File: config.mk
export PLATFORM = sky130hd
export DESIGN_NAME = dmem_port_arbiter_flat
export DESIGN_NICKNAME = d
export VERILOG_FILES = /design/src/rtl/dmem_port_if.sv /design/src/rtl/dmem_port_arbiter.sv /design/src/flat_wrapper.sv
export SDC_FILE = /design/constraint.sdc
export NUM_CORES = 1
export LEC_CHECK = 0
export BUFFER_PORTS_ARGS = -buffer_cell sky130_fd_sc_hd__buf_2
export CAP_MARGIN = 20
export CORE_MARGIN = 4
export CORE_UTILIZATION = 40
export CTS_CLUSTER_SIZE = 12
export DETAILED_ROUTE_END_ITERATION = 12
export PLACE_DENSITY = 0.77
export SLEW_MARGIN = 20
export SYNTH_ARGS = -nofsm -noshare
export SYNTH_HDL_FRONTEND = slang
export SYNTH_SLANG_ARGS = --single-unit
File: constraint.sdc
create_clock -name clk -period 1.65 [get_ports clk]
set_input_delay 0.2475 -clock clk [delete_from_list [all_inputs] [get_ports clk]]
set_output_delay 0.2475 -clock clk [all_outputs]
set_load 0.1 [all_outputs]
File: src/rtl/dmem_port_if.sv
// Requester-side handshake bundle for one data-RAM port.
// The requester holds req until done; we/addr/wdata are stable while req is high.
interface dmem_port_if;
    logic        req;
    logic        we;
    logic [31:0] addr;
    logic [31:0] wdata;
    logic [31:0] rdata;
    logic        done;

    modport master (output req, we, addr, wdata, input rdata, done);
    modport slave  (input req, we, addr, wdata, output rdata, done);
endinterface

File: src/rtl/dmem_port_arbiter.sv
// Round-robin arbiter between the integer MEM stage (port 0) and the FPU LSU (port 1)
// for a registered-I/O single-port data RAM; one RAM access per grant.
module dmem_port_arbiter #(
    parameter int AW     = 5,
    parameter int RD_LAT = 2
) (
    input  logic          clk,
    input  logic          clrn,
    dmem_port_if.slave    m0,
    dmem_port_if.slave    m1,
    output logic [AW-1:0] mem_addr,
    output logic          mem_we,
    output logic [31:0]   mem_wdata,
    input  logic [31:0]   mem_rdata,
    output logic          busy
);

    typedef enum logic [2:0] {IDLE, ISSUE, WAIT, CAP, DONE} state_t;

    state_t           state;
    logic [2:0]       cnt;
    logic             last_gnt;
    logic             cmd_port;
    logic             cmd_we;
    logic [1:0][31:0] rdata_q;
    logic [1:0]       done_q;

    logic        pick;
    logic        sel_we;
    logic [31:0] sel_addr;
    logic [31:0] sel_wdata;

    // Under contention the port that did not win last time gets the grant.
    assign pick      = (m0.req & m1.req) ? ~last_gnt : m1.req;
    assign sel_we    = pick ? m1.we    : m0.we;
    assign sel_addr  = pick ? m1.addr  : m0.addr;
    assign sel_wdata = pick ? m1.wdata : m0.wdata;

    assign m0.rdata = rdata_q[0];
    assign m1.rdata = rdata_q[1];
    assign m0.done  = done_q[0];
    assign m1.done  = done_q[1];

    // Byte-lane and out-of-range address bits are deliberately dropped: accesses wrap.
    logic unused_addr_bits;
    assign unused_addr_bits = ^{m0.addr[31:AW+2], m0.addr[1:0], m1.addr[31:AW+2], m1.addr[1:0]};

    always_ff @(posedge clk or negedge clrn) begin
        if (!clrn) begin
            state     <= IDLE;
            cnt       <= '0;
            last_gnt  <= 1'b1;
            cmd_port  <= 1'b0;
            cmd_we    <= 1'b0;
            rdata_q   <= '0;
            done_q    <= '0;
            mem_addr  <= '0;
            mem_we    <= 1'b0;
            mem_wdata <= '0;
            busy      <= 1'b0;
        end else begin
            done_q <= '0;
            case (state)
                IDLE: begin
                    if (m0.req | m1.req) begin
                        cmd_port  <= pick;
                        cmd_we    <= sel_we;
                        mem_addr  <= sel_addr[AW+1:2];
                        mem_wdata <= sel_wdata;
                        mem_we    <= sel_we;
                        busy      <= 1'b1;
                        state     <= ISSUE;
                    end
                end
                ISSUE: begin
                    mem_we <= 1'b0;
                    if (cmd_we) begin
                        done_q[cmd_port] <= 1'b1;
                        state            <= DONE;
                    end else if (RD_LAT == 1) begin
                        state <= CAP;
                    end else begin
                        cnt   <= 3'(RD_LAT - 1);
                        state <= WAIT;
                    end
                end
                WAIT: begin
                    cnt <= cnt - 3'd1;
                    if (cnt == 3'd1) state <= CAP;
                end
                CAP: begin
                    rdata_q[cmd_port] <= mem_rdata;
                    done_q[cmd_port]  <= 1'b1;
                    state             <= DONE;
                end
                DONE: begin
                    last_gnt <= cmd_port;
                    busy     <= 1'b0;
                    state    <= IDLE;
                end
                default: begin
                    busy  <= 1'b0;
                    state <= IDLE;
                end
            endcase
        end
    end

endmodule

File: src/flat_wrapper.sv
// flat-port wrapper written by rule: the top's interface ports become plain ports
module dmem_port_arbiter_flat 
#(
    parameter int AW     = 5,
    parameter int RD_LAT = 2
)
  (clk, clrn, mem_addr, mem_we, mem_wdata, mem_rdata, busy, m0_req, m0_we, m0_addr, m0_wdata, m0_rdata, m0_done, m1_req, m1_we, m1_addr, m1_wdata, m1_rdata, m1_done);
  dmem_port_if m0_i ();
  dmem_port_if m1_i ();
  input  logic clk;
  input  logic clrn;
  output logic [AW-1:0] mem_addr;
  output logic mem_we;
  output logic [31:0] mem_wdata;
  input  logic [31:0] mem_rdata;
  output logic busy;
  input wire logic [$bits(m0_i.req)-1:0] m0_req;
  input wire logic [$bits(m0_i.we)-1:0] m0_we;
  input wire logic [$bits(m0_i.addr)-1:0] m0_addr;
  input wire logic [$bits(m0_i.wdata)-1:0] m0_wdata;
  output wire logic [$bits(m0_i.rdata)-1:0] m0_rdata;
  output wire logic [$bits(m0_i.done)-1:0] m0_done;
  input wire logic [$bits(m1_i.req)-1:0] m1_req;
  input wire logic [$bits(m1_i.we)-1:0] m1_we;
  input wire logic [$bits(m1_i.addr)-1:0] m1_addr;
  input wire logic [$bits(m1_i.wdata)-1:0] m1_wdata;
  output wire logic [$bits(m1_i.rdata)-1:0] m1_rdata;
  output wire logic [$bits(m1_i.done)-1:0] m1_done;
  assign m0_i.req = m0_req;
  assign m0_i.we = m0_we;
  assign m0_i.addr = m0_addr;
  assign m0_i.wdata = m0_wdata;
  assign m0_rdata = m0_i.rdata;
  assign m0_done = m0_i.done;
  assign m1_i.req = m1_req;
  assign m1_i.we = m1_we;
  assign m1_i.addr = m1_addr;
  assign m1_i.wdata = m1_wdata;
  assign m1_rdata = m1_i.rdata;
  assign m1_done = m1_i.done;
  dmem_port_arbiter #(.AW(AW), .RD_LAT(RD_LAT)) u_core (.clk(clk), .clrn(clrn), .m0(m0_i), .m1(m1_i), .mem_addr(mem_addr), .mem_we(mem_we), .mem_wdata(mem_wdata), .mem_rdata(mem_rdata), .busy(busy));
endmodule
=== Word-level counts from Yosys, hierarchy flattened ===
Index checks and enable logic that the tools add are counted.

* Input bits: 166
* Output and inout bits: 105
* Register bits after elaboration: 114
* Word-level logic and storage cells: 58

* Reduce and logical (&&, ||, !) cells: 10
* Add/subtract/negate cells: 1
* Bitwise gates (word level): 4
* Multiplexer cells: 21
* Equality and inequality tests: 8
* Magnitude comparators: 2

{| class="wikitable"
|+ Operators with widths
! cell !! count
|-
| $bwmux 64 || 1
|-
| $mux 32 || 2
|-
| $demux 32 s1 || 1
|-
| $mux 3 || 4
|-
| $pmux 3 s4 || 1
|-
| $reduce_and 2->1 || 5
|-
| $mux 7 || 1
|-
| $eq 3x1->1 const B || 2
|-
| $eq 3x2->1 const B || 2
|-
| $pmux 3 s2 || 1
|-
| $mux 1 || 5
|-
| $ne 2x1->1 const B || 2
|-
| $pmux 1 s2 || 2
|-
| $pmux 2 s2 || 1
|-
| $reduce_bool 2->1 || 2
|-
| $eq 3x3->1 const B || 1
|-
| $logic_not 3->1 || 1
|-
| $reduce_or 3->1 || 1
|-
| $sub 3x1->3 const B || 1
|-
| $lt 1x2->1 const B || 1
|-
| $mux 2 || 1
|-
| $ne 2x2->1 const B || 1
|-
| $not 1->1 || 2
|-
| $and 1x1->1 || 1
|-
| other kinds (4) || 4
|}

=== Depth between registers and ports, before layout ===
Gate-level depths: netlist of run 1.

* Depth in word-level cells: 6
* Mapped depth: 6
* Gate-level depth less buffers: 5

=== Worst setup path after synthesis of run 1 ===
OpenSTA, ideal clock, no wires.

* Path type: register to register
* Start point: register u_core.state[2]
* End point: register u_core.mem_wdata[16]
* Library setup time: 125 ps
* Cell stages (with the launch flop): 6
* Buffers on the path: 2
* Setup slack: -167 ps
* Arrival time: 1,692 ps
* Data required time: 1,525 ps
* Period minus slack after synthesis: 1,817 ps
* Cells stage by stage: dfrtp_1 -> or3_4 -> or3_1 -> buf_6 -> buf_6 -> o221a_1

* Cells in the longest elaborated chain, start to end: 2

{| class="wikitable"
|+ Ends and longest elaborated chain
! what !! line !! source
|-
| from (decl) || dmem_port_arbiter.sv:20 || <nowiki>state_t state;</nowiki>
|-
| from (signal assigned) || dmem_port_arbiter.sv:50 || <nowiki>state <= IDLE;</nowiki>
|-
| from (signal assigned) || dmem_port_arbiter.sv:72 || <nowiki>state <= ISSUE;</nowiki>
|-
| from (signal assigned) || dmem_port_arbiter.sv:79 || <nowiki>state <= DONE;</nowiki>
|-
| $logic_not 3->1 || dmem_port_arbiter.sv:63 || <nowiki>case (state)</nowiki>
|-
| $reduce_and 2->1 (no line) || - ||
|-
| to (signal assigned) || dmem_port_arbiter.sv:69 || <nowiki>mem_wdata <= sel_wdata;</nowiki>
|-
| to (decl) || dmem_port_arbiter.sv:13 || <nowiki>output logic [31:0] mem_wdata,</nowiki>
|}

Every way passes these cells.
A chain may end at the register's enable or synchronous reset.

=== Final worst setup path of run 1 ===
* Start point: register u_core.state[0]
* End point: register u_core.mem_wdata[26]

The elaborated chain is that of the path after synthesis.

==> results.yml, run 1 <==
placed_design:
  gp_congestion: 0.767
  place.port_buffers: 216
  dpl.hpwl_microns: 8250
logic_synthesis:
  ys_warn_count: 0
  synthTopCellsByCount: "dfrtp_1 (113), mux2_2 (63), or3_1 (38)"
  async_flop_share_pct: 100
  synth_area_leader_cell: "dfrtp_1"
  syn_avg_cell_area_sq_um: 14.4
  synthFlopType: "dfrtp_1"
  synth_most_common_cell: "dfrtp_1"
  seq_area_frac_synth_pct: 61.2
  synth.ff_latch_count: 114
  synth_top_cell_area_share_pct: 60.6
  netlist_instances: 325
  syn_area_sq_um: 4660
  yosys-top-cells-area: "dfrtp_1 (61%), mux2_2 (15%), o221a_1 (6.5%), or3_1 (5.1%), o221a_2 (2.4%)"
  syn-num-nets: 493
  synth_edf_count: 0
  ys_types: 34
clock_tree:
  root_buffer: "clkbuf_16"
  clk_latency_ps: 410
  cts_buffers: 17
  clock-sinks: 114
  htree_levels: 4
  tritoncts: "built"
  path_clk_slew_ps: 50
  clk_path_buf_depth: 2
die:
  start_util_pct: 40.9
  io_pins: 271
  die_w_microns: 116
  std_cell_rows: 39
  die_area_sq_um: 13500
  coreArea_sq_um: 11400
  dieHeight_microns: 116
worst_setup_path:
  path_max_fanout: 10
  crit_type: "flip-flop to flip-flop"
  arrival_ps: 2010
  timing.rr.start: "u_core.state[0]"
  critical_path.startpoint: "u_core.state[0]"
  crit_path_start_kind: "flip-flop"
  end_kind: "flip-flop"
  worst_ep_required_time_ps: 1930
routing:
  drt_first_pass_iters: 4
  finalWirelength_microns: 12600
  viasPerCell: 5.19
  drt_iter0_markers: 174
  drtAntennaViolNets: 0
  via_count: 3706
  wire_per_inst_microns: 17.7
  drc: 0
outcome:
  status: "finished with violations"
  violations: "setup timing"
cells_and_area:
  area_growth_pct: 46.8
  antennaDiodeCount: 0
  multiInputGateArea_sq_um: 1790
  fin_nets: 726
  seq_area_sq_um: 2850
  n_fill_cell: 946
  utilization_pct: 60.0
  drive_above_1_share_pct: 61.5
global_route:
  grt_pass1_wl_microns: 18700
  grt-ovfl-total: 0
  grt_pass1_vias: 3739
  busiest_layer: "met2"
  use_met2_pct: 30.3
  met1_usage_pct: 22.2
  grt.met3_usage_pct: 4.65
  grtUsageTotal_pct: 18.0
  antenna_found_initial: 0
  grt_max_degree: 57
min_path:
  hold_class: "primary input to flip-flop"
  hp-start: "mem_rdata[6]"
timing:
  hold_viol: 0
  setup_violations: 37
  setup-tns-final_ps: -1950
  final.setup_skew_ps: 10.3
  worst-slew-pin-transition_ps: 637
  setup_slack_ps: -75.7
  rsz0062_at_grt: "yes"
  slew_violations: 0
  post-route-period-util_pct: 105
  post-route-min-period_ps: 1730
  slew_headroom_pct: 57.4
  clock.fmax_ghz: 0.579
flow_run:
  drv_cap: 0
-- registers in the layout (all words and copies together), names as in the netlist, 2 cells and up --
name,count
u_core.cnt,3
u_core.done_q,2
u_core.m0.rdata,32
u_core.m1.rdata,32
u_core.mem_addr,5
u_core.mem_wdata,32
u_core.state,3
-- final timing paths --
kind                                         to  slack [ps]  cells after the start
min                          u_core.m0.rdata[6]          80                      2
min in group asynchronous  u_core.mem_wdata[28]         310                      2
min reg2reg                  u_core.m0.rdata[6]         480                      1
max                        u_core.mem_wdata[26]         -80                      3
max in group asynchronous   u_core.m1.rdata[19]         710                      3
max reg2reg                u_core.mem_wdata[26]         -80                      3
-- cell type report --
class / instances / area share, %
Clock inverter: 13 / 2.70
Clock buffer: 19 / 6.47
Sequential cell: 114 / 41.7
Inverter: 7 / 0.384
Multi-Input combinational cell: 184 / 26.1
Timing Repair Buffer: 234 / 20.0
Tap cell: 143 / 2.61
-- cell families after synthesis --
logic type               synth area share (%)
buffers and inverters                    3.35
flip-flops                               61.2
adder cells (fa/ha/maj)                 0.536
multiplexers                             15.7
AO/OA/AOI/OAI                            11.7
AND/OR/NAND/NOR                          7.56
-- timing repair --
item,CTS,global route
resized for setup,12,6
cloned,5,3
pin swaps,3,2
setup endpoints to repair,38,63
hold endpoints to repair,25,0
hold buffers,1,0
buffers inserted,0,1
-- placed cells by master (no fill, tap or decap), types with 3 or more instances in the layout --
master,netlist,layout
buf_12,0,9
o221a_1,27,27
or3_1,38,37
dfrtp_1,113,113
mux2_2,63,63
o21ai_0,4,4
clkbuf_16,0,19
o221a_4,0,5
and2_1,4,4
clkinv_2,0,3
buf_2,11,215
buf_4,0,6
a21oi_1,3,3
or3_4,1,7
nor2_1,4,3
bufinv_16,0,4
inv_1,7,7
o221a_2,10,5
clkinv_4,0,4
-- stage by stage --
step           setup WS, ps  cells  instance area [sq um]  hold slack, ps
6_report              -75.7    714                   6850            82.3
2_1_floorplan          -146    325                   4680           -48.1
4_1_cts               -69.7    710                   6740            61.1
5_1_grt                -123    714                   6850            65.1
3_5_place_dp           -155    672                   5990             198
3_3_place_gp           -103    672                   5990             190
-- critical path, cell delays in order, from the launching register on --
cell	delay (ps)
dfrtp_1	380
or3_4	470
or3_4	480
o221a_1	270
-- per-layer routing --
layer / routed length, microns / share of wire [%]
met3: 1050 / 8.3
met2: 6290 / 50
met4: 202 / 1.6
met1: 5060 / 40
met5: 0 / 0
Power of run 1 is not shown: default switching activity piles up to over one toggle a cycle in this logic, so the estimate is an artifact.
==> run 2: changes to the inputs <==
--- a/config.mk
+++ b/config.mk
@@ -8,10 +8,10 @@
 export BUFFER_PORTS_ARGS = -buffer_cell sky130_fd_sc_hd__buf_2
 export CAP_MARGIN = 20
 export CORE_MARGIN = 4
-export CORE_UTILIZATION = 40
+export CORE_UTILIZATION = 47
 export CTS_CLUSTER_SIZE = 12
 export DETAILED_ROUTE_END_ITERATION = 12
-export PLACE_DENSITY = 0.77
+export PLACE_DENSITY = 0.85
 export SLEW_MARGIN = 20
 export SYNTH_ARGS = -nofsm -noshare
 export SYNTH_HDL_FRONTEND = slang
==> constraint.sdc (replaced) <==
create_clock -name clk -period 2 [get_ports clk]
set_input_delay 0.3 -clock clk [delete_from_list [all_inputs] [get_ports clk]]
set_output_delay 0.3 -clock clk [all_outputs]
set_load 0.1 [all_outputs]
==> run 2 against run 1 <==
The run now ends clean. Critical path depth rose by 1. Cell count fell by 2.9%. Clock skew rose by 3.4 ps. Design area fell by 4.1%. Die area fell by 14%.
==> results.yml, run 2 (synthesized netlist as in run 1, its figures left out) <==
outcome:
  status: "finished, final reports clean"
timing:
  setup_slack_ps: 245
  hold_viol: 0
  slew_violations: 0
  worst-slew-pin-transition_ps: 522
  rsz0062_at_grt: "no"
  setup-tns-final_ps: 0
  post-route-min-period_ps: 1750
  clock.fmax_ghz: 0.570
  final.setup_skew_ps: 13.8
  slew_headroom_pct: 65.2
  post-route-period-util_pct: 87.7
  setup_violations: 0
flow_run:
  drv_cap: 0
routing:
  finalWirelength_microns: 12000
  drtAntennaViolNets: 0
  drc: 0
  viasPerCell: 5.29
  via_count: 3663
  wire_per_inst_microns: 17.4
  drt_first_pass_iters: 4
  drt_iter0_markers: 178
die:
  start_util_pct: 47.9
  std_cell_rows: 36
  io_pins: 271
  die_area_sq_um: 11600
  dieHeight_microns: 108
  die_w_microns: 108
  coreArea_sq_um: 9730
clock_tree:
  cts_buffers: 17
  clk_latency_ps: 500
  tritoncts: "built"
  path_clk_slew_ps: 50
  clock-sinks: 114
  htree_levels: 4
  cts-resized-gates: 0
  clk_path_buf_depth: 2
  root_buffer: "clkbuf_8"
cells_and_area:
  antennaDiodeCount: 0
  drive_above_1_share_pct: 60.0
  most-common-layout-cells: "buf_2 (215), dfrtp_1 (113), mux2_2 (63)"
  fin_nets: 715
  final_common_cell: "buf_2"
  area_growth_pct: 40.7
  stdcell_count: 693
  design_area_sq_um: 6570
placed_design:
  place.port_buffers: 216
  dp.cells: 660
  gp_congestion: 0.767
  dpl.hpwl_microns: 8700
  dp_slack_ps: 226
  dpl_cell_area_sq_um: 5960
worst_setup_path:
  path_max_fanout: 38
  cp.buffers_inverters: 1
  crit_type: "flip-flop to flip-flop"
  arrival_ps: 2140
  end_kind: "flip-flop"
  crit_family: "simple AND/OR/NAND/NOR gates"
  cp_slowest_cell: "or3_1"
  worst_ep_required_time_ps: 2390
  crit_path_start_kind: "flip-flop"
  crit_chain: "or3_4 -> or3_1 -> buf_12 -> o221a_2"
  max_stage_delay_ps: 400
global_route:
  grt-ovfl-total: 0
  grt_pass1_vias: 3780
  grt_pass1_wl_microns: 19000
  grtUsageTotal_pct: 21.3
  grt_max_degree: 47
  antenna_found_initial: 0
min_path:
  hold_class: "primary input to flip-flop"
## run 2: cell count changes in the layout (fill, tap and decap cells not counted), sizes merged
cell,change
buf,-4
clkinv,-3
clkbuf,+2
bufinv,-1
or3,-5
## run 2: area by class of cell
cell class	count	area (sq um)
fill	721	3160
tap	133	166
clock inverter	9	129
inverter	7	26.3
clock buffer	23	467
multi-input combinational	179	1670
timing repair buffer	228	1250
sequential	114	2850
## run 2: worst reg2reg max path, cell delays in order (launching register included)
cell,delay (ps)
dfrtp_1,370
or3_4,390
or3_1,400
buf_12,200
o221a_2,290
## run 2: worst paths after layout
kind | from | to | slack, ps | cells after the start
setup / recovery | u_core.state[2] | u_core.mem_wdata[13] | 250 | 4
min in group asynchronous | clrn | u_core.mem_wdata[19] | 310 | 2
setup reg to reg | u_core.state[2] | u_core.mem_wdata[13] | 250 | 4
max in group asynchronous | clrn | u_core.last_gnt | 1090 | 3
hold reg to reg | u_core.m0.rdata[5] | u_core.m0.rdata[5] | 490 | 1
hold / removal | mem_rdata[14] | u_core.m1.rdata[14] | 40 | 2
## run 2: what timing repair did
action / 4_1_cts / 5_1_grt
hold endpoints to repair: 30 / 0
buffers inserted: 0 / 0
hold buffers: 1 / 0
## run 2: metrics by stage
stage | utilization, % | hold WS, ps
after global placement | 61.3 | 272
final | 67.5 | 44.7
after global routing | 67.5 | 17.6
after floorplan | - | 4.41
after detailed placement | 61.3 | 280
after CTS | 67.5 | 14.7
## run 2: metal layers
layer / global-route usage [%] / up-vias / share of wire (%) / routed length [microns]
li1: - / 1674 / - / -
met1: 25.6 / 1782 / 40 / 4770
met2: 35.9 / 197 / 50 / 5990
met3: 7.20 / 10 / 9.7 / 1160
met4: 6.85 / 0 / 0.85 / 102
met5: 0 / - / 0 / 0
Power of run 2 is left out for the same reason.
==> run 3: changes to the inputs <==
--- a/config.mk
+++ b/config.mk
@@ -5,13 +5,14 @@
 export SDC_FILE = /design/constraint.sdc
 export NUM_CORES = 1
 export LEC_CHECK = 0
+export ABC_AREA = 1
 export BUFFER_PORTS_ARGS = -buffer_cell sky130_fd_sc_hd__buf_2
 export CAP_MARGIN = 20
 export CORE_MARGIN = 4
-export CORE_UTILIZATION = 47
+export CORE_UTILIZATION = 48
 export CTS_CLUSTER_SIZE = 12
 export DETAILED_ROUTE_END_ITERATION = 12
-export PLACE_DENSITY = 0.85
+export PLACE_DENSITY = 0.86
 export SLEW_MARGIN = 20
 export SYNTH_ARGS = -nofsm -noshare
 export SYNTH_HDL_FRONTEND = slang
==> run 3 against run 2 <==
Flip-flop and latch count stayed put. First-iteration DRC count is 37% higher. Critical path type unchanged. Synthesized cell count is 81% higher. Routed wire length is 6.2% higher. Area after synthesis is 4.7% higher. Global-route usage is 0.45 points higher. Core utilization is 0.65 points higher. Critical endpoint is now u_core.mem_we. Critical path depth is 1 higher. Register-to-register slack better by 50 ps.
==> results.yml, run 3 <==
worst_setup_path:
  max_stage_delay_ps: 520
  crit_path_start_kind: "flip-flop"
  crit_type: "flip-flop to flip-flop"
  worst_ep_required_time_ps: 2430
  crit_chain: "nor2_4 -> nand3_4 -> inv_2 -> nand2_1 -> nand2_1"
  critical_path.startpoint: "u_core.state[2]"
  crit_family: "simple AND/OR/NAND/NOR gates"
  end_kind: "flip-flop"
  cp.buffers_inverters: 1
  arrival_ps: 2130
  path_max_fanout: 38
  timing.rr.start: "u_core.state[2]"
  critPathMostFrequentCell: "nand2_1"
  cp_slowest_cell: "inv_2"
die:
  start_util_pct: 49.5
  die_w_microns: 109
  dieHeight_microns: 109
  std_cell_rows: 36
  io_pins: 271
  die_area_sq_um: 11900
  coreArea_sq_um: 9860
timing:
  final.setup_skew_ps: 11.7
  post-route-min-period_ps: 1700
  hold_viol: 0
  slew_violations: 0
  worst-slew-pin-transition_ps: 606
  setup_violations: 0
  rsz0062_at_grt: "no"
  post-route-period-util_pct: 85.1
  clock.fmax_ghz: 0.588
  slew_headroom_pct: 59.6
  setup-tns-final_ps: 0
logic_synthesis:
  synth_area_leader_cell: "dfrtp_1"
  yosys-top-cells-area: "dfrtp_1 (58%), nand2_1 (21%), o21ai_0 (6.6%), nand3_1 (4.6%), inv_1 (3.3%)"
  synth_top_cell_area_share_pct: 57.9
  synth.ff_latch_count: 114
  synth_edf_count: 0
  synthTopCellsByCount: "nand2_1 (270), dfrtp_1 (113), o21ai_0 (64)"
  netlist_instances: 589
  ys_types: 21
  syn_area_sq_um: 4890
  syn_avg_cell_area_sq_um: 8.30
  synth_most_common_cell: "nand2_1"
  seq_area_frac_synth_pct: 58.4
  async_flop_share_pct: 100
  syn-num-nets: 757
  synthFlopType: "dfrtp_1"
  ys_warn_count: 0
placed_design:
  place.port_buffers: 216
  gp_congestion: 0.783
  dpl.hpwl_microns: 9320
clock_tree:
  root_buffer: "clkbuf_8"
  clk_path_buf_depth: 2
  clock-sinks: 114
  clk_latency_ps: 490
  path_clk_slew_ps: 50
  htree_levels: 4
  cts_buffers: 17
  tritoncts: "built"
global_route:
  grt_pass1_wl_microns: 20100
  grtUsageTotal_pct: 21.7
  grt_pass1_vias: 4324
  antenna_found_initial: 1
  grt_max_degree: 115
  grt-ovfl-total: 0
cells_and_area:
  fin_nets: 970
  area_growth_pct: 37.5
  most-common-layout-cells: "nand2_1 (270), buf_2 (215), dfrtp_1 (113)"
  final_common_cell: "nand2_1"
  drive_above_1_share_pct: 32.3
routing:
  drc: 0
  wire_per_inst_microns: 13.5
  finalWirelength_microns: 12800
  drt_first_pass_iters: 4
  via_count: 4499
  drtAntennaViolNets: 0
  drt_iter0_markers: 243
  viasPerCell: 4.74
min_path:
  hp-start: "mem_rdata[31]"
  hold_class: "primary input to flip-flop"
outcome:
  status: "finished, final reports clean"
flow_run:
  drv_cap: 0
==> run 3: layer usage <==
metal | share of wire, % | GRT usage [%]
met5 | 0 | 0
met4 | 2.1 | 9.83
met3 | 8.0 | 5.86
met2 | 48 | 35.9
met1 | 42 | 26.6
==> run 3: cell families (layout without fill, tap and decap cells) <==
logic type      Yosys count  after routing  synth area share [%]
simple gates            328            328                  27.0
flops                   114            114                  58.4
buf+inv                  76            302                  6.94
compound gates           68             68                  6.97
fa+ha+maj                 2              2                 0.512
xor+xnor                  1              1                 0.179
other cells               0              1                     0
==> run 3: worst paths after layout <==
check,endpoint,slack (ps),depth (start not counted)
hold / removal,u_core.m1.rdata[31],70,3
setup / recovery,u_core.mem_we,300,5
min in group asynchronous,u_core.m1.rdata[5],430,3
max in group asynchronous,u_core.m0.rdata[24],1130,3
hold reg to reg,u_core.mem_wdata[19],470,2
setup reg to reg,u_core.mem_we,300,5
==> run 3: layout make-up <==
class	instances	area (sq um)
Fill cell	821	3140
Timing Repair Buffer	226	1200
Clock inverter	12	205
Antenna cell	1	2.50
Multi-Input combinational cell	399	1690
Clock buffer	20	435
Tap cell	133	166
Sequential cell	114	2850
Inverter	44	165
==> run 3: what timing repair did <==
| action | 4_1_cts | 5_1_grt |
|---|---|---|
| resized for setup | 0 | 0 |
| setup buffers | 0 | 0 |
| endpoints found under the hold margin | 113 | 0 |
| hold buffers | 1 | 0 |
==> run 3: worst reg2reg max path: stages, from the launching register on <==
cell,delay [ps]
dfrtp_1,450
nor2_4,210
nand3_4,210
inv_2,520
nand2_1,150
nand2_1,100
==> run 3: metrics by stage <==
step                      setup WS (ps)  utilization [%]  hold slack [ps]  area [sq um]  instances
final                               299             68.1             74.2          6720        949
after CTS                           277             68.1             45.4          6720        948
after global routing                149             68.1             47.4          6720        949
after detailed placement            294             61.5              431          6070        915
after floorplan                     733                -             4.41          4890        589
after global placement              308             61.5              427          6070        915
Power of run 3 is left out for the same reason.
